**src/rtl/uart_pkg.sv**
```systemverilog
// Constants and FSM encoding shared by the UART blocks (uart_tx, uart_rx, uart_tx_arb).
package uart_pkg;

  localparam int UART_NREQ        = 4;
  localparam int UART_CLK_PER_BIT = 5208;

  typedef enum logic [1:0] {
    ST_IDLE      = 2'd0,
    ST_LAUNCH    = 2'd1,
    ST_WAIT_DONE = 2'd2
  } arb_state_e;

  function automatic logic [UART_NREQ-1:0] id_onehot(input logic [1:0] id);
    return 4'b0001 << id;
  endfunction

endpackage

```
**src/rtl/rr_arb4.sv**
```systemverilog
// Combinational 4-way round-robin picker: first set req bit at or above ptr, wrapping 3 -> 0.
module rr_arb4 (
  input  logic [3:0] req,
  input  logic [1:0] ptr,
  output logic [1:0] gnt_id,
  output logic       any
);

  always_comb begin
    gnt_id = 2'd0;
    any    = 1'b0;
    for (int i = 0; i < 4; i++) begin
      // 2-bit sum wraps naturally, giving the circular search order.
      if (!any && req[ptr + 2'(i)]) begin
        gnt_id = ptr + 2'(i);
        any    = 1'b1;
      end
    end
  end

endmodule

```
**src/rtl/uart_tx_arb.sv**
```systemverilog
// Round-robin arbiter sharing one uart_tx among NREQ requesters; grant seen at edge N launches in cycle N+1.
// Requests wait while tx_busy is high; a frame ends on tx_done or a watchdog timeout (byte dropped).
module uart_tx_arb
  import uart_pkg::*;
#(
  parameter int NREQ        = UART_NREQ,
  parameter int CLK_PER_BIT = UART_CLK_PER_BIT,
  parameter int TIMEOUT     = 11 * CLK_PER_BIT
) (
  input  logic              clk,
  input  logic              rst,
  input  logic [NREQ-1:0]   req_valid,
  input  logic [8*NREQ-1:0] req_data,
  output logic [NREQ-1:0]   req_ready,
  output logic              tx_start,
  output logic [7:0]        tx_data,
  input  logic              tx_busy,
  input  logic              tx_done,
  output logic [1:0]        grant_id,
  output logic              active,
  output logic              tx_err
);

  localparam logic [15:0] WDOG_LAST = 16'(TIMEOUT - 1);

  arb_state_e  state_q, state_d;
  logic [1:0]  ptr_q, ptr_d;
  logic [1:0]  grant_q, grant_d;
  logic [7:0]  data_q, data_d;
  logic [15:0] wdog_q, wdog_d;
  logic        err_q, err_d;

  logic [1:0]  pick_id;
  logic        pick_any;

  rr_arb4 u_pick (
    .req    (req_valid),
    .ptr    (ptr_q),
    .gnt_id (pick_id),
    .any    (pick_any)
  );

  always_comb begin
    state_d = state_q;
    ptr_d   = ptr_q;
    grant_d = grant_q;
    data_d  = data_q;
    wdog_d  = wdog_q;
    err_d   = 1'b0;
    case (state_q)
      ST_IDLE: begin
        if (pick_any && !tx_busy) begin
          state_d = ST_LAUNCH;
          grant_d = pick_id;
          data_d  = req_data[{pick_id, 3'b000} +: 8];
        end
      end
      ST_LAUNCH: begin
        state_d = ST_WAIT_DONE;
        wdog_d  = 16'd0;
      end
      ST_WAIT_DONE: begin
        // tx_done takes priority over an expiring watchdog in the same cycle.
        if (tx_done) begin
          state_d = ST_IDLE;
          ptr_d   = grant_q + 2'd1;
        end else if (wdog_q == WDOG_LAST) begin
          state_d = ST_IDLE;
          ptr_d   = grant_q + 2'd1;
          err_d   = 1'b1;
        end else begin
          wdog_d  = wdog_q + 16'd1;
        end
      end
      default: state_d = ST_IDLE;
    endcase
  end

  always_ff @(posedge clk or negedge rst) begin
    if (!rst) begin
      state_q <= ST_IDLE;
      ptr_q   <= 2'd0;
      grant_q <= 2'd0;
      data_q  <= 8'h00;
      wdog_q  <= 16'd0;
      err_q   <= 1'b0;
    end else begin
      state_q <= state_d;
      ptr_q   <= ptr_d;
      grant_q <= grant_d;
      data_q  <= data_d;
      wdog_q  <= wdog_d;
      err_q   <= err_d;
    end
  end

  assign tx_start  = (state_q == ST_LAUNCH);
  assign req_ready = tx_start ? id_onehot(grant_q) : '0;
  assign tx_data   = data_q;
  assign grant_id  = grant_q;
  assign active    = (state_q != ST_IDLE);
  assign tx_err    = err_q;

endmodule

```
**config.mk**
```make
export PLATFORM = sky130hd
export DESIGN_NAME = uart_tx_arb
export DESIGN_NICKNAME = d
export VERILOG_FILES = /design/src/rtl/uart_pkg.sv /design/src/rtl/rr_arb4.sv /design/src/rtl/uart_tx_arb.sv
export SDC_FILE = /design/constraint.sdc
export NUM_CORES = 1
export LEC_CHECK = 0
export CAP_MARGIN = 30
export CORE_ASPECT_RATIO = 1.75
export CORE_MARGIN = 5
export CORE_UTILIZATION = 63
export DETAILED_ROUTE_END_ITERATION = 8
export DONT_BUFFER_PORTS = 1
export PLACE_DENSITY = 0.84
export SETUP_SLACK_MARGIN = 0.3
export SYNTH_ARGS = -nofsm -noshare
export SYNTH_HDL_FRONTEND = slang
export SYNTH_SLANG_ARGS = --single-unit
```
**constraint.sdc**
```tcl
create_clock -name clk -period 2.7 [get_ports clk]
set_input_delay 0.27 -clock clk [delete_from_list [all_inputs] [get_ports clk]]
set_output_delay 0.27 -clock clk [all_outputs]
set_load 0.02 [all_outputs]
```
# ---- Yosys cells after proc, flatten, opt, wreduce, memory -nomap -nowiden
# Cells that the tools add are included.
dict set report word_totals {
  register_bits 31
  latch_bits 0
  mem_bits_rw 0
  romBits 0
  in_bits 40
  output_inout_bits 17
  wordCells 69
  n_memories 0
}
dict set report classes {
  addsub 5
  multipliers 0
  div 0
  order_cmp 4
  eq_ne 7
  n_shift 2
  n_mux 29
  bitwise_logic 0
  n_reduce_logical 16
}
# op count
set ops {}
lappend ops {{2-to-1 mux 16 bit} 2}
lappend ops {{case mux 16 bit (2 select lines)} 1}
lappend ops {{variable part select 32 x 6 -> 8 bit} 1}
lappend ops {{2-to-1 mux 2 bit} 9}
lappend ops {{adder 16 x 1 -> 16 bit, second input constant} 1}
lappend ops {{== test 16 bit, second input constant} 1}
lappend ops {{< comparator 2 x 3 -> 1 bit, second input constant} 4}
lappend ops {{2-to-1 mux 1 bit} 11}
lappend ops {{binary-select mux 1 bit (select 2 bit)} 4}
lappend ops {{!= test 2 bit, second input constant} 3}
lappend ops {{case mux 2 bit (3 select lines)} 1}
lappend ops {{AND reduction 2 bit} 3}
lappend ops {{nonzero test 2 bit} 3}
lappend ops {{adder 2 x 1 -> 2 bit, second input constant} 2}
lappend ops {{adder 2 bit, second input constant} 2}
lappend ops {{logical AND 1 bit} 4}
lappend ops {{zero test 1 bit} 4}
lappend ops {{2-to-1 mux 4 bit} 1}
lappend ops {{left shift 1 x 2 -> 4 bit, first input constant} 1}
lappend ops {{!= test 3 bit, second input constant} 1}
lappend ops {{AND reduction 3 bit} 1}
lappend ops {{== test 2 x 1 -> 1 bit, second input constant} 1}
lappend ops {{== test 2 bit, second input constant} 1}
lappend ops {{zero test 2 bit} 1}

# ---- Logic depth before layout (Yosys ltp)
dict set report depth {
  depth_word 15
  ltp_mapped 8
  depth_no_buf 7
}

# ---- Modules after synthesis
# Synthesis repeated with hierarchy kept, for this count alone.
dict set report hier_totals {
  cells_unflattened 195
  area_unflattened_um2 2011.9
}
# module instances cells_each area_each_um2 seq_area_each_um2
set modules_own_cells {}
lappend modules_own_cells {uart_tx_arb 1 180 1934.4 775.7}
lappend modules_own_cells {rr_arb4 1 15 77.6 0.0}

# ---- Worst setup path before layout
# No wires, ideal clock.
dict set report synth_path {
  kind {register -> register}
  start {register wdog_q[4]}
  end {register ptr_q[1]}
  setup_ns 0.125
  arrival_time_ns 1.820
  required_ns 2.575
  setup_slack_ns 0.755
  stages_incl_launch_ff 7
  path_buffers 1
  period_less_slack_ns 1.945
  cell_sequence {dfrtp_1 or4b_4 nor4b_4 a21o_4 buf_8 nand2_4 mux2_4}
}
dict set report synth_via {
  elab_chain_cells 3
}
# element line_no
set synth_lines {}
lappend synth_lines {{start: declaration} uart_tx_arb.sv:30} ;# logic [15:0] wdog_q, wdog_d;
lappend synth_lines {{start signal: assignment} uart_tx_arb.sv:92} ;# wdog_q <= wdog_d;
lappend synth_lines {{== test 16 bit} uart_tx_arb.sv:67} ;# end else if (wdog_q == WDOG_LAST) begin
lappend synth_lines {{nonzero test 2 bit (no source line)} --}
lappend synth_lines {{AND reduction 2 bit (no source line)} --}
lappend synth_lines {{end signal: assignment} uart_tx_arb.sv:89} ;# ptr_q <= ptr_d;
lappend synth_lines {{end: declaration} uart_tx_arb.sv:27} ;# logic [1:0] ptr_q, ptr_d;
# No other way between the ends.
# A chain may end at the register's enable or synchronous reset.

# ---- Final worst setup path
dict set report layout_path {
  start {register state_q[0]}
  end {register wdog_q[8]}
}
dict set report layout_via {
  elab_chain_cells 3
  elab_cells_between_ends 7
  cone_classes {eq/ne (4); mux (1); reduce/logical (2)}
}
# element line_no
set layout_lines {}
lappend layout_lines {{start: declaration} uart_tx_arb.sv:26} ;# arb_state_e state_q, state_d;
lappend layout_lines {{start signal: assignment} uart_tx_arb.sv:88} ;# state_q <= state_d;
lappend layout_lines {{== test 2 bit / == test 2 x 1 -> 1 bit (equally long branches)} uart_tx_arb.sv:50} ;# case (state_q)
lappend layout_lines {{!= test 2 bit (no source line) / nonzero test 2 bit (equally long branches)} --}
lappend layout_lines {{AND reduction 3 bit (no source line)} --}
# Parallel ways exist; a longest one is shown, timed or not.

==> impl_metrics.csv <==
group,metric,value,unit
run_status,status,"finished clean",
sta,setup-tns-final,0,ns
clock_tree,cts_root_buffer,"clkbuf_8",
cells_and_area,finalNetCount,263,
sta,min_period_over_period,77.37,%
min_path,hold_path_class,"in2reg",
clock_tree,clock_path_buffers,2,
global_routing,grt.overflow.total,0,
yosys,yosys_most_used_dff,"dfrtp_1",
clock_tree,cts_buffers,5,
global_routing,antenna_found_initial,0,
route,drcViolationCount,0,
power_and_ir_drop,vdd_ir_drop_max,549.2,uV
cells_and_area,area_growth,7.659,%
place,dp_hpwl,3718,um
sta,rsz0062_at_grt,"false",
critical_path,cp-end-kind,"flip-flop",
route,dr.pass1.iters,4,
cells_and_area,diodes,0,
yosys,postSynth.asyncResetShare,100.0,%
route,viasPerCell,6.671,
power_and_ir_drop,power,2.049,mW
yosys,synth_area_leader_cell,"dfrtp_1",
sta,fmax,478.7,MHz
clock_tree,ctsResizeCount,0,
floorplanning,ios,57,
global_routing,grt_usage,23.90,%
route,routedWlPerCell,19.73,um
floorplanning,start_util,64.65,%
sta,tightest_slew,0.4665,ns
yosys,syn_avg_cell_area,9.434,um2
global_routing,grt_pass1_vias,1803,
yosys,synth_area_leaders,"dfrtp_1 (39%), mux2i_1 (8.5%), nand2_1 (5.8%)",
clock_tree,clkLatencyLatePin,0.29,ns
critical_path,startpoint,"state_q[0]",
power_and_ir_drop,p_leak,0.9836,nW
sta,hold_viol_final,0,
floorplanning,fp.dieH,84.71,um
place,io_buffers,0,
sta,min_period,2.089,ns
route,first_iter_violations,61,
min_path,hold_path_depth,1,
route,ant_nets,0,
critical_path,crit_required,2.93,ns
cells_and_area,fin_util,69.61,%
floorplanning,core,3108,um2
yosys,synth.distinct_cells,40,
clock_tree,clk_pin_slew,0.07,ns
job,maxCapViolCount,0,
global_routing,grt_pass1_wl,8121,um
global_routing,grt_max_degree,32,
sta,skew,0.008228,ns
floorplanning,rows,27,
critical_path,reg2regPathDepth,5,
place,place_congestion,0.8952,
critical_path,r2r_end,"wdog_q[8]",
yosys,yosysTopAreaCellShare,38.61,%
clock_tree,cts_tree,"built",
route,vias,1721,
critical_path,crit_type,"reg2reg",
power_and_ir_drop,pwr_density_cell,947.0,nW/um2
floorplanning,dieArea,4463,um2
sta,finalMaxSlewViolations,0,
yosys,syn_inst,213,
sta,setup_violations,0,
yosys,ys_seq_area_share,38.61,%
critical_path,cp-start-kind,"flip-flop",
yosys,netlist_area,2009,um2
yosys,ys_ff_latch,31,
floorplanning,die_w,52.69,um
critical_path,cp_data_arrival_time,2.31,ns
yosys,synth_edf_count,0,
route,drt-total-wl,5091,um
sta,slew_headroom,68.90,%
critical_path,r2r_start,"state_q[0]",
yosys,yosys_warnings,0,
cells_and_area,drive_gt1_share,10.23,%
critical_path,path_max_fanout,13,
clock_tree,cts.sinks,31,
clock_tree,htree_levels,2,
critical_path,r2r_setup_slack,0.61,ns
critical_path,crit_end,"wdog_q[8]",
yosys,synth_nets,262,
## cell families (layout without fill, tap and decap cells)
kind of cell	after synthesis	after routing	share of synthesized area, %
muxes	20	20	10.34
buffers and inverters	22	24	5.355
adders and majority gates	9	9	5.604
DFF	31	31	38.61
AOI/OAI and AO/OA	47	47	16.81
and+or+nand+nor	84	84	23.29
## per-stage QoR
stage | cells | instance area (um2) | hold WS, ns | setup WS, ns
detailed placement | 248 | 2016 | -0.02475 | 0.6660
global route | 258 | 2163 | 0.04454 | 0.4516
floorplan | 213 | 2009 | -0.02559 | 0.7549
finish | 258 | 2163 | 0.04752 | 0.6110
global placement | 248 | 2016 | -0.02473 | 0.7124
CTS | 258 | 2163 | 0.04581 | 0.6207
## state kept, by name, summed over array words and instances (netlist names)
name      count
wdog_q       16
tx_data       8
grant_id      2
ptr_q         2
state_q       2
tx_err        1
## layout make-up
class	instances	area [um2]
Clock buffer	6	82.58
Clock inverter	2	35.03
Fill cell	247	944.7
Inverter	12	45.04
Multi-Input combinational cell	160	1126
Sequential cell	31	775.7
Tap cell	43	53.80
Timing Repair Buffer	4	45.04
## cells in the final DEF, fill, tap and decap left out, types with 3 or more instances in the layout
cell and instances:
mux2i_1 17, nand3_1 11, ha_1 9, and3_1 3
a21oi_1 6, o211ai_1 4, dfrtp_1 31, and2_1 5
or3_1 3, o221ai_1 9, a21o_1 4, clkbuf_8 6
nor2b_1 3, inv_1 12, nand4_1 7, nand2_1 31
o31ai_1 5, o21ai_0 11, nor2_1 4, nand4b_1 3
## timing repair
item                                   4_1_cts  5_1_grt
hold buffers                                 2        0
buffers inserted                             0        0
endpoints found under the hold margin       31        0
## worst max-delay path, cell delays in order, from the launching register on
cell and delay, ns:
dfrtp_1 0.39, inv_1 0.12, ha_1 0.46, nand2_1 0.40, or4_1 0.56, nand3_1 0.09
## power by group
part	internal (mW)	total, mW	switching, mW
registers	0.569	0.756	0.187
clock network	0.298	0.484	0.185
logic	0.298	0.809	0.511
total	1.17	2.05	0.884
## how the worst min path moves through the flow
stage          startpoint  slack, ns          end
6_report          tx_done       0.05       tx_err
2_1_floorplan         rst      -0.03  grant_id[0]
5_1_grt           tx_done       0.04       tx_err
4_1_cts           tx_done       0.05       tx_err
3_3_place_gp          rst      -0.02  grant_id[0]
3_5_place_dp          rst      -0.02  grant_id[0]
## cell usage after synthesis (3+ instances only)
master	number
or3_1	3
nand2_1	31
a21oi_1	6
o21ai_0	11
a21o_1	4
mux2i_1	17
nand4_1	7
and2_1	5
clkbuf_1	7
o221ai_1	9
and3_1	3
dfrtp_1	31
nor2_1	4
nand4b_1	3
nand3_1	11
nor2b_1	3
inv_1	12
o31ai_1	5
ha_1	9
o211ai_1	4
## per-layer routing
layer / routed length (um) / GRT usage, % / up-vias
li1: - / - / 786
met1: 1762 / 24.60 / 823
met2: 2784 / 41.63 / 93
met3: 362 / 5.329 / 19
met4: 181 / 14.65 / 0
met5: 0 / 0 / -
No activity file was read; power rests on OpenSTA's default activity.
